--- src/rtl/msfsm_sched_pkg.sv ---
`default_nettype none
// +----------------------------------------------------------------------+
// | Module   : msfsm_sched_pkg                                           |
// | Purpose  : Shared constants for the MSFSM transition scheduler:      |
// |            default sizes, controller state encoding and the          |
// |            transition-index width derivation.                        |
// | Revision : 1.0  initial release                                      |
// +----------------------------------------------------------------------+
package msfsm_sched_pkg;

  localparam int N_FSM_DEF   = 3;
  localparam int N_TRANS_DEF = 9;
  localparam int TIMEOUT_DEF = 15;

  // Controller states, kept as plain sized constants for older tool flows.
  typedef logic [1:0] state_t;
  localparam logic [1:0] ST_IDLE = 2'd0;
  localparam logic [1:0] ST_FIRE = 2'd1;
  localparam logic [1:0] ST_WAIT = 2'd2;

  // Index width for a transition number; never narrower than one bit.
  function automatic int idx_width(input int n);
    return (n <= 1) ? 1 : $clog2(n);
  endfunction

endpackage : msfsm_sched_pkg
`default_nettype wire

--- src/rtl/msfsm_rr_pick.sv ---
`default_nettype none
// +----------------------------------------------------------------------+
// | Module   : msfsm_rr_pick                                             |
// | Purpose  : Combinational round-robin find-first. Returns the first   |
// |            set request at or above ptr, wrapping past N_TRANS-1.     |
// | Ports    : req   [N_TRANS] request vector                            |
// |            ptr   [IW]      search start index (< N_TRANS)            |
// |            valid           any request set                           |
// |            idx   [IW]      winning index                             |
// | Revision : 1.0  initial release                                      |
// +----------------------------------------------------------------------+
module msfsm_rr_pick
  import msfsm_sched_pkg::*;
#(
  parameter int N_TRANS = N_TRANS_DEF,
  parameter int IW      = idx_width(N_TRANS)
) (
  input  logic [N_TRANS-1:0] req,
  input  logic [IW-1:0]      ptr,
  output logic               valid,
  output logic [IW-1:0]      idx
);

  // Scan offsets from the far end downward so the smallest offset from
  // ptr is the last assignment and therefore wins.
  always_comb begin : p_pick
    int cand;
    valid = 1'b0;
    idx   = '0;
    cand  = 0;
    for (int i = N_TRANS - 1; i >= 0; i--) begin
      cand = int'(ptr) + i;
      if (cand >= N_TRANS) cand = cand - N_TRANS;
      if (req[cand]) begin
        valid = 1'b1;
        idx   = IW'(cand);
      end
    end
  end

endmodule : msfsm_rr_pick
`default_nettype wire

--- src/rtl/msfsm_sync_scheduler.sv ---
`default_nettype none
// +----------------------------------------------------------------------+
// | Module   : msfsm_sync_scheduler                                      |
// | Purpose  : Central transition scheduler for a multiple-synchronised  |
// |            FSM dual-rail gate. Fires a shared transition when every  |
// |            participating FSM is ready, arbitrates round-robin and    |
// |            runs a fire/ack handshake with timeout.                   |
// | Ports    : clk, reset (async, active-low)                            |
// |            cfg_en, cfg_d   serial participation-mask load            |
// |            ready [N_FSM*N_TRANS]  per-FSM per-transition readiness   |
// |            ack   [N_FSM]   per-FSM acknowledge pulse                 |
// |            fire  [N_TRANS] one-hot fire pulse                        |
// |            grant_idx       last fired transition                     |
// |            busy, done, error  handshake status                       |
// | Revision : 1.0  initial release                                      |
// +----------------------------------------------------------------------+
module msfsm_sync_scheduler
  import msfsm_sched_pkg::*;
#(
  parameter int N_FSM   = N_FSM_DEF,
  parameter int N_TRANS = N_TRANS_DEF,
  parameter int TIMEOUT = TIMEOUT_DEF,
  parameter int IW      = idx_width(N_TRANS)
) (
  input  logic                     clk,
  input  logic                     reset,
  input  logic                     cfg_en,
  input  logic                     cfg_d,
  input  logic [N_FSM*N_TRANS-1:0] ready,
  input  logic [N_FSM-1:0]         ack,
  output logic [N_TRANS-1:0]       fire,
  output logic [IW-1:0]            grant_idx,
  output logic                     busy,
  output logic                     done,
  output logic                     error
);

  localparam int MW = N_FSM * N_TRANS;

  state_t             state,  state_nx;
  logic [MW-1:0]      mask,   mask_nx;
  logic [IW-1:0]      ptr,    ptr_nx;
  logic [IW-1:0]      grant_nx;
  logic [N_FSM-1:0]   coll,   coll_nx;
  logic [7:0]         tcnt,   tcnt_nx;
  logic [N_TRANS-1:0] fire_nx;
  logic               done_nx;
  logic               error_nx;

  logic [N_TRANS-1:0] enabled;
  logic               pick_valid;
  logic [IW-1:0]      pick_idx;
  logic [N_FSM-1:0]   mask_g;
  logic [IW-1:0]      ptr_inc;

  // A transition is enabled only when it has at least one participant and
  // every participant reports ready for it.
  for (genvar j = 0; j < N_TRANS; j++) begin : g_en
    logic [N_FSM-1:0] mj;
    logic [N_FSM-1:0] rj;
    assign mj         = mask[j*N_FSM +: N_FSM];
    assign rj         = ready[j*N_FSM +: N_FSM];
    assign enabled[j] = (|mj) && ((rj & mj) == mj);
  end

  msfsm_rr_pick #(
    .N_TRANS (N_TRANS),
    .IW      (IW)
  ) u_pick (
    .req   (enabled),
    .ptr   (ptr),
    .valid (pick_valid),
    .idx   (pick_idx)
  );

  // Participation slice of the granted transition.
  always_comb begin
    mask_g = '0;
    for (int j = 0; j < N_TRANS; j++) begin
      if (grant_idx == IW'(j)) mask_g = mask[j*N_FSM +: N_FSM];
    end
  end

  assign ptr_inc = (grant_idx == IW'(N_TRANS - 1)) ? '0 : grant_idx + IW'(1);

  always_comb begin
    state_nx = state;
    mask_nx  = mask;
    ptr_nx   = ptr;
    grant_nx = grant_idx;
    coll_nx  = coll;
    tcnt_nx  = tcnt;
    fire_nx  = '0;
    done_nx  = 1'b0;
    error_nx = error;
    case (state)
      ST_IDLE: begin
        if (cfg_en) begin
          mask_nx = {cfg_d, mask[MW-1:1]};
        end else if (pick_valid) begin
          state_nx = ST_FIRE;
          grant_nx = pick_idx;
          tcnt_nx  = '0;
          for (int j = 0; j < N_TRANS; j++) begin
            fire_nx[j] = (pick_idx == IW'(j));
          end
        end
      end
      ST_FIRE, ST_WAIT: begin
        // The collector restarts on the fire cycle so stale acks from a
        // previous handshake can never count toward this one.
        coll_nx = ((state == ST_FIRE) ? '0 : coll) | (ack & mask_g);
        if (|(ack & ~mask_g)) error_nx = 1'b1;
        // Full acknowledge wins over a timeout in the same cycle.
        if (coll_nx == mask_g) begin
          state_nx = ST_IDLE;
          done_nx  = 1'b1;
          ptr_nx   = ptr_inc;
        end else if (tcnt == 8'(TIMEOUT - 1)) begin
          state_nx = ST_IDLE;
          error_nx = 1'b1;
          ptr_nx   = ptr_inc;
        end else begin
          state_nx = ST_WAIT;
          tcnt_nx  = tcnt + 8'd1;
        end
      end
      default: state_nx = ST_IDLE;
    endcase
  end

  always_ff @(posedge clk or negedge reset) begin
    if (!reset) begin
      state     <= ST_IDLE;
      mask      <= '0;
      ptr       <= '0;
      grant_idx <= '0;
      coll      <= '0;
      tcnt      <= '0;
      fire      <= '0;
      busy      <= 1'b0;
      done      <= 1'b0;
      error     <= 1'b0;
    end else begin
      state     <= state_nx;
      mask      <= mask_nx;
      ptr       <= ptr_nx;
      grant_idx <= grant_nx;
      coll      <= coll_nx;
      tcnt      <= tcnt_nx;
      fire      <= fire_nx;
      busy      <= (state_nx != ST_IDLE);
      done      <= done_nx;
      error     <= error_nx;
    end
  end

endmodule : msfsm_sync_scheduler
`default_nettype wire

--- config.mk ---
export PLATFORM = sky130hd
export DESIGN_NAME = msfsm_sync_scheduler
export DESIGN_NICKNAME = d
export VERILOG_FILES = /design/src/rtl/msfsm_sched_pkg.sv /design/src/rtl/msfsm_rr_pick.sv /design/src/rtl/msfsm_sync_scheduler.sv
export SDC_FILE = /design/constraint.sdc
export NUM_CORES = 1
export LEC_CHECK = 0
export ABC_AREA = 1
export CAP_MARGIN = 20
export CORE_MARGIN = 1.5
export CORE_UTILIZATION = 40
export CTS_CLUSTER_DIAMETER = 200
export CTS_CLUSTER_SIZE = 40
export DETAILED_ROUTE_END_ITERATION = 10
export DONT_BUFFER_PORTS = 1
export PLACE_DENSITY = 0.64
export SLEW_MARGIN = 30
export SYNTH_ARGS = -nofsm -noshare
export SYNTH_HDL_FRONTEND = slang
export SYNTH_SLANG_ARGS = --single-unit
--- constraint.sdc ---
create_clock -name clk -period 5.8 [get_ports clk]
set_input_delay 1.45 -clock clk [delete_from_list [all_inputs] [get_ports clk]]
set_output_delay 1.45 -clock clk [all_outputs]
set_load 0.02 [all_outputs]
==> results.sh <==
export IMPL_status="completed"
export IMPL_seqCellArea_um2=1501
export IMPL_post_synth_top_count_cell="nand2_1"
export IMPL_r2r_start="ptr[1]$_DFFE_PN0P_"
export IMPL_grt_remaining_overflow=0
export IMPL_synth_flop_cell="dfrtp_1"
export IMPL_cts_sink_count=60
export IMPL_min_from="mask[10]$_DFFE_PN0P_"
export IMPL_coreArea_um2=13990
export IMPL_detail_route_antenna_nets=0
export IMPL_dr_pass1_iters=5
export IMPL_timing_rr_end="grant_idx[2]$_DFFE_PN0P_"
export IMPL_finalNetCount=960
export IMPL_worst_setup_path_end_kind="register"
export IMPL_start_util=0.4115
export IMPL_dp_hpwl_um=12130
export IMPL_dr_total_vias=5725
export IMPL_synth_area_leaders="dfrtp_1, nand2_1, nand3_1, inv_1, ha_1"
export IMPL_ff2ff_path_depth=18
export IMPL_portBuffers=0
export IMPL_die_y_um=123.0
export IMPL_hold_violations=0
export IMPL_ys_types=43
export IMPL_syn_area_um2=5757
export IMPL_yosys_warnings=0
export IMPL_holdPathStages=2
export IMPL_antenna_found_initial=0
export IMPL_max_cap_violations=0
export IMPL_synth_top_cells_by_count="nand2_1, inv_1, nand3_1"
export IMPL_rows=43
export IMPL_cts_hold_buffers=0
export IMPL_multi_input_area_um2=3686
export IMPL_drt_total_wl_um=15640
export IMPL_htree_levels=3
export IMPL_numCtsBuffers=9
export IMPL_maxSlewViolCount=0
export IMPL_cts_tree="yes"
export IMPL_grt_pass1_wl_um=26410
export IMPL_timing_fmax_mhz=261.4
export IMPL_period_share=0.6597
export IMPL_dieArea_um2=15120
export IMPL_io_pins=50
export IMPL_finalSetupTns_ns=0
export IMPL_clockBufferDepth=2
export IMPL_ctsResizeCount=0
export IMPL_syn2layout_area_growth_pct=8.650
export IMPL_synth_edf_count=0
export IMPL_r2r_slack_ns=1.97
export IMPL_path_max_fanout=13
export IMPL_cp_start_kind="register"
export IMPL_clk_latency_ns=0.33
export IMPL_worst_pin_slew_ns=0.6428
export IMPL_cts_setup_buffers=0
export IMPL_die_w_um=123.0
export IMPL_yosys_area_top_type="dfrtp_1"
export IMPL_grt_max_degree=61
export IMPL_crit_required_ns=6.02
export IMPL_place_congestion=0.8959
export IMPL_gr_usage_all_layers=0.2217
export IMPL_drc=0
export IMPL_synth_async_reset_ratio=1.000
export IMPL_nFillCells=1533
export IMPL_wl_per_cell_um=14.51
export IMPL_path_clk_slew_ns=0.06
export IMPL_avgSynthCellArea_um2=6.454
export IMPL_synth_fp_nets=959
export IMPL_crit_arrival_ns=4.04
export IMPL_synth_top_area_frac=0.2608
export IMPL_hold_class="reg2reg"
export IMPL_setup_violations_final=0
export IMPL_vias_per_cell=5.311
export IMPL_drt_initial_drc_count=385
export IMPL_syn_instance_count=892
export IMPL_fin_worst_skew_ns=0.005505
export IMPL_ys_ff_latch=60
export IMPL_rsz0062_at_grt="no"
export IMPL_relSlewSlack=0.5670
export IMPL_hold_end="mask[10]$_DFFE_PN0P_"
export IMPL_critical_path_class="reg2reg"
export IMPL_cts_root_buf="clkbuf_16"
export IMPL_drive_above_1_share=0.1147
export IMPL_yosysSeqAreaShare=0.2608
export IMPL_grt_pass1_vias=5471
export IMPL_diodes=0
export IMPL_period_minus_slack_ns=3.826
## per-stage QoR
stage | cells | instance area [um^2] | worst slack, ns | hold slack, ns | utilization
final | 1078 | 6255 | 1.974 | 0.4858 | 0.4471
after global routing | 1078 | 6255 | 1.642 | 0.5063 | 0.4471
after CTS | 1078 | 6255 | 2.021 | 0.4877 | 0.4471
after detailed placement | 1062 | 5931 | 2.006 | 0.4737 | 0.4240
after global placement | 1062 | 5931 | 1.987 | 0.4675 | 0.4240
after floorplan | 892 | 5757 | 2.460 | 0.4530 | -
## worst max path at each step
stage                             from                        to  slack, ns  cells after the start
floorplan                     ready[5]  grant_idx[2]$_DFFE_PN0P_       2.46                     17
global placement             ready[13]  grant_idx[2]$_DFFE_PN0P_       1.99                     17
detailed placement           ready[13]  grant_idx[2]$_DFFE_PN0P_       2.01                     17
CTS                 ptr[1]$_DFFE_PN0P_  grant_idx[2]$_DFFE_PN0P_       2.02                     18
global route        ptr[1]$_DFFE_PN0P_         fire[2]$_DFF_PN0_       1.64                     28
finish              ptr[1]$_DFFE_PN0P_  grant_idx[2]$_DFFE_PN0P_       1.97                     18
## routing by layer
layer,global-route usage,wire (um)
met4,0.07922,360
met5,0,0
met1,0.2897,7180
met3,0.02952,739
met2,0.3747,7361
## kinds of logic (layout without fill, tap and decap cells)
family                   after synthesis  count (layout)  share of synthesized area
flip-flops                            60              60                     0.2608
AND/OR/NAND/NOR                      482             482                     0.3834
adder cells (fa/ha/maj)               33              33                    0.07303
buffers and inverters                144             150                    0.09889
AO/OA/AOI/OAI                        160             160                     0.1608
XOR/XNOR                              13              13                    0.02304
## cell type report
class                   count  area share
multi-input cells         688      0.5893
repair buffers              3    0.003601
clock buffers               9     0.03601
clock inverters             7     0.01580
well taps                 180     0.03601
flip-flops and latches     60      0.2400
inverters                 131     0.07922
## flip-flops by register name (all words and copies together), names as in the netlist
name	cells
state	2
grant_idx	4
error	1
fire	9
coll	3
done	1
tcnt	8
mask	27
busy	1
ptr	4
## cell usage in the layout, fill, tap and decap left out, types with 3 or more instances in the layout
master	instances
clkbuf_16	9
inv_1	119
or2_2	21
a21oi_1	40
o21ai_0	55
nand2_2	24
nand2_1	232
ha_1	32
inv_2	10
nand3b_1	5
buf_4	3
xor2_1	11
nor2_1	58
dfrtp_1	60
o211ai_1	22
nand3_1	104
nand3_2	6
o21ai_1	22
nand2_4	6
o21ai_2	7
nor3_1	16
a21oi_2	4
nand4_1	5
## worst max-delay path: stages, from the launching register on
cell and delay [ns]:
dfrtp_1 0.50, inv_1 0.41, ha_1 0.22, inv_1 0.05
ha_1 0.18, a21oi_1 0.14, nand2_2 0.17, o21ai_0 0.56
nor3_1 0.13, nand3_1 0.19, nand2_2 0.12, inv_2 0.09
nand4_1 0.10, nor3_2 0.23, nand3_1 0.14, nand3_2 0.17
inv_1 0.10, nand2_2 0.11, o21ai_1 0.07
Power is not shown: default switching activity piles up to over one toggle a cycle in this logic, so the estimate is an artifact.
==> edit 1: new RTL, config.mk and constraints unchanged <==
The package constant `N_TRANS_DEF` goes from 9 to 18.
--- a/src/rtl/msfsm_sched_pkg.sv
+++ b/src/rtl/msfsm_sched_pkg.sv
@@ -9,7 +9,7 @@
 package msfsm_sched_pkg;
 
   localparam int N_FSM_DEF   = 3;
-  localparam int N_TRANS_DEF = 9;
+  localparam int N_TRANS_DEF = 18;
   localparam int TIMEOUT_DEF = 15;
 
   // Controller states, kept as plain sized constants for older tool flows.
Ports: changed (resized fire, grant_idx and ready); port bits go from 50 to 87. No check against the original RTL was run, so the function may have changed too.
==> edit 1 against the unedited design <==
- area after synthesis is 80% higher
- sequential cell count is 38 higher
- routed wire length is 130% higher
- cell area is 76% higher
- setup slack worse by 1.4 ns
- non-clock buffer count is 18 higher
- utilization is 1.0 points lower
- synthesized cell count is 89% higher
- critical path type unchanged
Power is not shown: default switching activity piles up to over one toggle a cycle in this logic, so the estimate is an artifact.
==> edit 1: results (changes against the unedited design) <==
metric,value,unit,change
status,"finished, final reports clean",,
reg.largest.list,"mask x54, fire x18, tcnt x8",,
grt_max_degree,99,,+62%
slowest_stage,ha_1,,
grt_pass1_wl,56500,um,+110%
finalNonFillerCells,2023,,+88%
synth_xor_xnor_area_share,3.856,%,+1.6 points
grt_pass1_vias,10370,,+90%
cp_max_fo,15,,+2
crit_family,compound AO/OA/AOI/OAI gates,,
synth_area_leaders,"dfrtp_1 24%, nand2_1 17%, o21ai_0 8.2%, inv_1 7.4%, nand3_1 6.7%",,
crit_arrival,5.51,ns,+1.47 ns
netlist_top_cells_count,"480 x nand2_1, 205 x inv_1, 169 x o21ai_0",,
drt_iter0_drc,1052,,+170%
placed_area,10740,sq um,+81%
dr.pass1.iters,8,,+3
seq_area_frac_synth,23.69,%,-2.4 points
tightestPinTransition,0.7930,ns,+0.1502 ns
fillCellCount,2703,,+76%
clk-insertion-delay-late,0.36,ns,+0.03 ns
skew,0.01588,ns,+0.01037 ns
final_nets,1793,,+87%
synth_compound_area_share,20.19,%,+4.1 points
drive_gt1_share,9.096,%,-2.4 points
place_worst_setup_slack,0.7595,ns,-1.247 ns
cpPeakStageDelay,0.71,ns,+0.15 ns
dp_hpwl,28290,um,+130%
gr-usage-all-layers,27.23,%,+5.1 points
via_per_inst,5.505,,+3.7%
synth_cell_types,61,,+42%
numCtsBuffers,9,,unchanged
-- edit 1: cell types whose count changed after synthesis, sizes merged, moves of 34 or more --
cell / before / now
nand2: 262 / 502
inv: 130 / 231
nor2: 59 / 125
a21oi: 44 / 110
dfrtp: 60 / 98
nand3: 110 / 144
o21ai: 84 / 211
-- edit 1: layer usage --
metal | track usage (%) | vias to the layer above | share of wire [%]
met5 | 0 | - | 0
met4 | 10.83 | 0 | 3.5
met3 | 4.116 | 70 | 6.7
met1 | 36.33 | 5165 | 45
li1 | - | 5512 | -
met2 | 44.07 | 389 | 45
-- edit 1: logic make-up (layout without fill, tap and decap cells) --
logic type,count (synthesis),in the layout
AOI/OAI and AO/OA,372,372
and+or+nand+nor,865,865
muxes,1,1
buffers and inverters,269,273
xor gates and xnor gates,40,40
DFF,98,98
adders and majority gates,44,44
-- edit 1: tightest hold or removal path: stages (launching register included) --
cell and delay [ns]:
dfrtp_1 0.35, nand2_1 0.05, nand2_1 0.05
-- edit 1: worst paths after layout --
| path | start | to | slack, ns | cells past startpoint |
|---|---|---|---|---|
| min in group asynchronous | reset | mask[32] | 0.78 | 0 |
| max in group asynchronous | reset | state[1] | 4.88 | 0 |
| worst max-delay path | ptr[0] | grant_idx[2] | 0.54 | 19 |
| worst max register to register | ptr[0] | grant_idx[2] | 0.54 | 19 |
| worst min register to register | tcnt[7] | tcnt[7] | 0.48 | 2 |
| worst min-delay path | tcnt[7] | tcnt[7] | 0.48 | 2 |
-- edit 1: cell type report --
type	instances	area [sq um]	area share (%)
multi-input combinational	1322	6833	61.91
clock inverter	6	53.80	0.4875
clock buffer	10	239.0	2.165
timing repair buffer	21	157.7	1.428
inverter	236	888.4	8.049
sequential	98	2452	22.22
tap	330	412.9	3.741
==> edit 2: new RTL, same settings <==
Made on the original files. Make the reset (`reset`) synchronous in one clocked block. Comments in the files are not updated.
--- a/src/rtl/msfsm_sync_scheduler.sv
+++ b/src/rtl/msfsm_sync_scheduler.sv
@@ -129,7 +129,7 @@
     endcase
   end
 
-  always_ff @(posedge clk or negedge reset) begin
+  always_ff @(posedge clk) begin
     if (!reset) begin
       state     <= ST_IDLE;
       mask      <= '0;
Behaviour: differs if reset is asserted again (counterexample within 4 cycles, from zero or initial values and one cycle with reset low); with reset held inactive, the same outputs for 4 cycles.
==> edit 2 against the unedited design <==
- count of clock-buffer cells in the layout is the same
- global-route usage is 0.067 points higher
- via count up 0.52%
- routed wire length shrank 1.8%
- sequential cell count unchanged
- setup slack lost 0.40 ns
- area after synthesis down 5.0%
- cell area fell by 5.5%
- largest cell class unchanged
==> edit 2: results (changes against the unedited design) <==
metric,value,unit,change
netlist_top_cells_count,"228 x nand2_1, 122 x inv_1, 89 x nand3_1",,
postSynth.asyncResetShare,0,%,-100 points
grt_pass1_wl,25810,um,-2.3%
drive_gt1_share,7.277,%,-4.2 points
drt-wirelength-per-cell,14.18,um,-2.3%
netlist_instances,907,,+1.7%
use_met2,36.00,%,-1.5 points
drt_iter0_drc,352,,-8.6%
gp_congestion,0.8961,,about the same
crit_arrival,4.49,ns,+0.45 ns
fillCellCount,1433,,-6.5%
synth_nets,975,,+1.7%
cp_max_fo,22,,+9
grt_max_degree,47,,-23%
tightestPinTransition,0.9097,ns,+0.2670 ns
wirelength,15360,um,-1.8%
skew,0.005153,ns,-0.0003519 ns
vias,5755,,+0.52%
grtUsageMet3,4.087,%,+1.1 points
final_nets,970,,+1.0%
dp_hpwl,11730,um,-3.3%
dpl.cell_count,1067,,+0.47%
gr-usage-all-layers,22.24,%,+0.067 points
seq_area_frac_synth,21.97,%,-4.1 points
status,"finished, final reports clean",,
## edit 2: cells by family (layout without fill, tap and decap cells)
| logic type | count (synthesis) | count (layout) | synth area share (%) |
|---|---|---|---|
| AND/OR/NAND/NOR | 458 | 458 | 37.19 |
| AO/OA/AOI/OAI | 189 | 189 | 19.07 |
| buffers and inverters | 151 | 151 | 10.96 |
| flip-flops | 60 | 60 | 21.97 |
| adder cells (fa/ha/maj) | 34 | 34 | 7.920 |
| XOR/XNOR | 15 | 15 | 2.884 |
## edit 2: power by group through the flow
stage	Combinational [W]	Clock, W	Sequential (W)
floorplan	0.00194	0	0.000648
global placement	0.00250	0	0.000694
detailed placement	0.00248	0	0.000693
CTS	0.00249	0.000540	0.000686
global route	0.00288	0.000560	0.000704
finish	0.00253	0.000531	0.000686
## edit 2: tightest hold or removal path, stage by stage, from the launching register on
cell and delay, ns:
dfxtp_1 0.33, o211ai_1 0.08, inv_1 0.05
## edit 2: path summary, 6_finish.rpt
check        slack [ns]       to  cells past startpoint    start
max                1.58  fire[0]                     22   ptr[0]
min reg2reg        0.49  coll[2]                      2  coll[2]
min                0.49  coll[2]                      2  coll[2]
max reg2reg        1.58  fire[0]                     22   ptr[0]
## edit 2: per-stage QoR
stage / area [sq um] / hold slack (ns) / util, % / setup WS (ns)
finish: 5911 / 0.4912 / 44.46 / 1.575
detailed placement: 5609 / 0.4779 / 42.19 / 1.594
global placement: 5609 / 0.4681 / 42.19 / 1.574
floorplan: 5466 / 0.4495 / - / 2.416
global route: 5911 / 0.5073 / 44.46 / 1.171
CTS: 5911 / 0.4924 / 44.46 / 1.566
## edit 2: cell type report
type	count	area, sq um	share of cell area (%)
Sequential cell	60	1201	20.32
Inverter	134	514.2	8.700
Tap cell	176	220.2	3.726
Clock inverter	7	76.32	1.291
Timing Repair Buffer	1	7.507	0.1270
Clock buffer	9	225.2	3.810
Multi-Input combinational cell	696	3666	62.02
## edit 2: layer usage
metal,wire length (um),up-vias,share of wire [%]
met2,6814,190,44
li1,-,2973,-
met5,0,-,0
met4,553,0,3.6
met3,870,40,5.7
met1,7118,2552,46
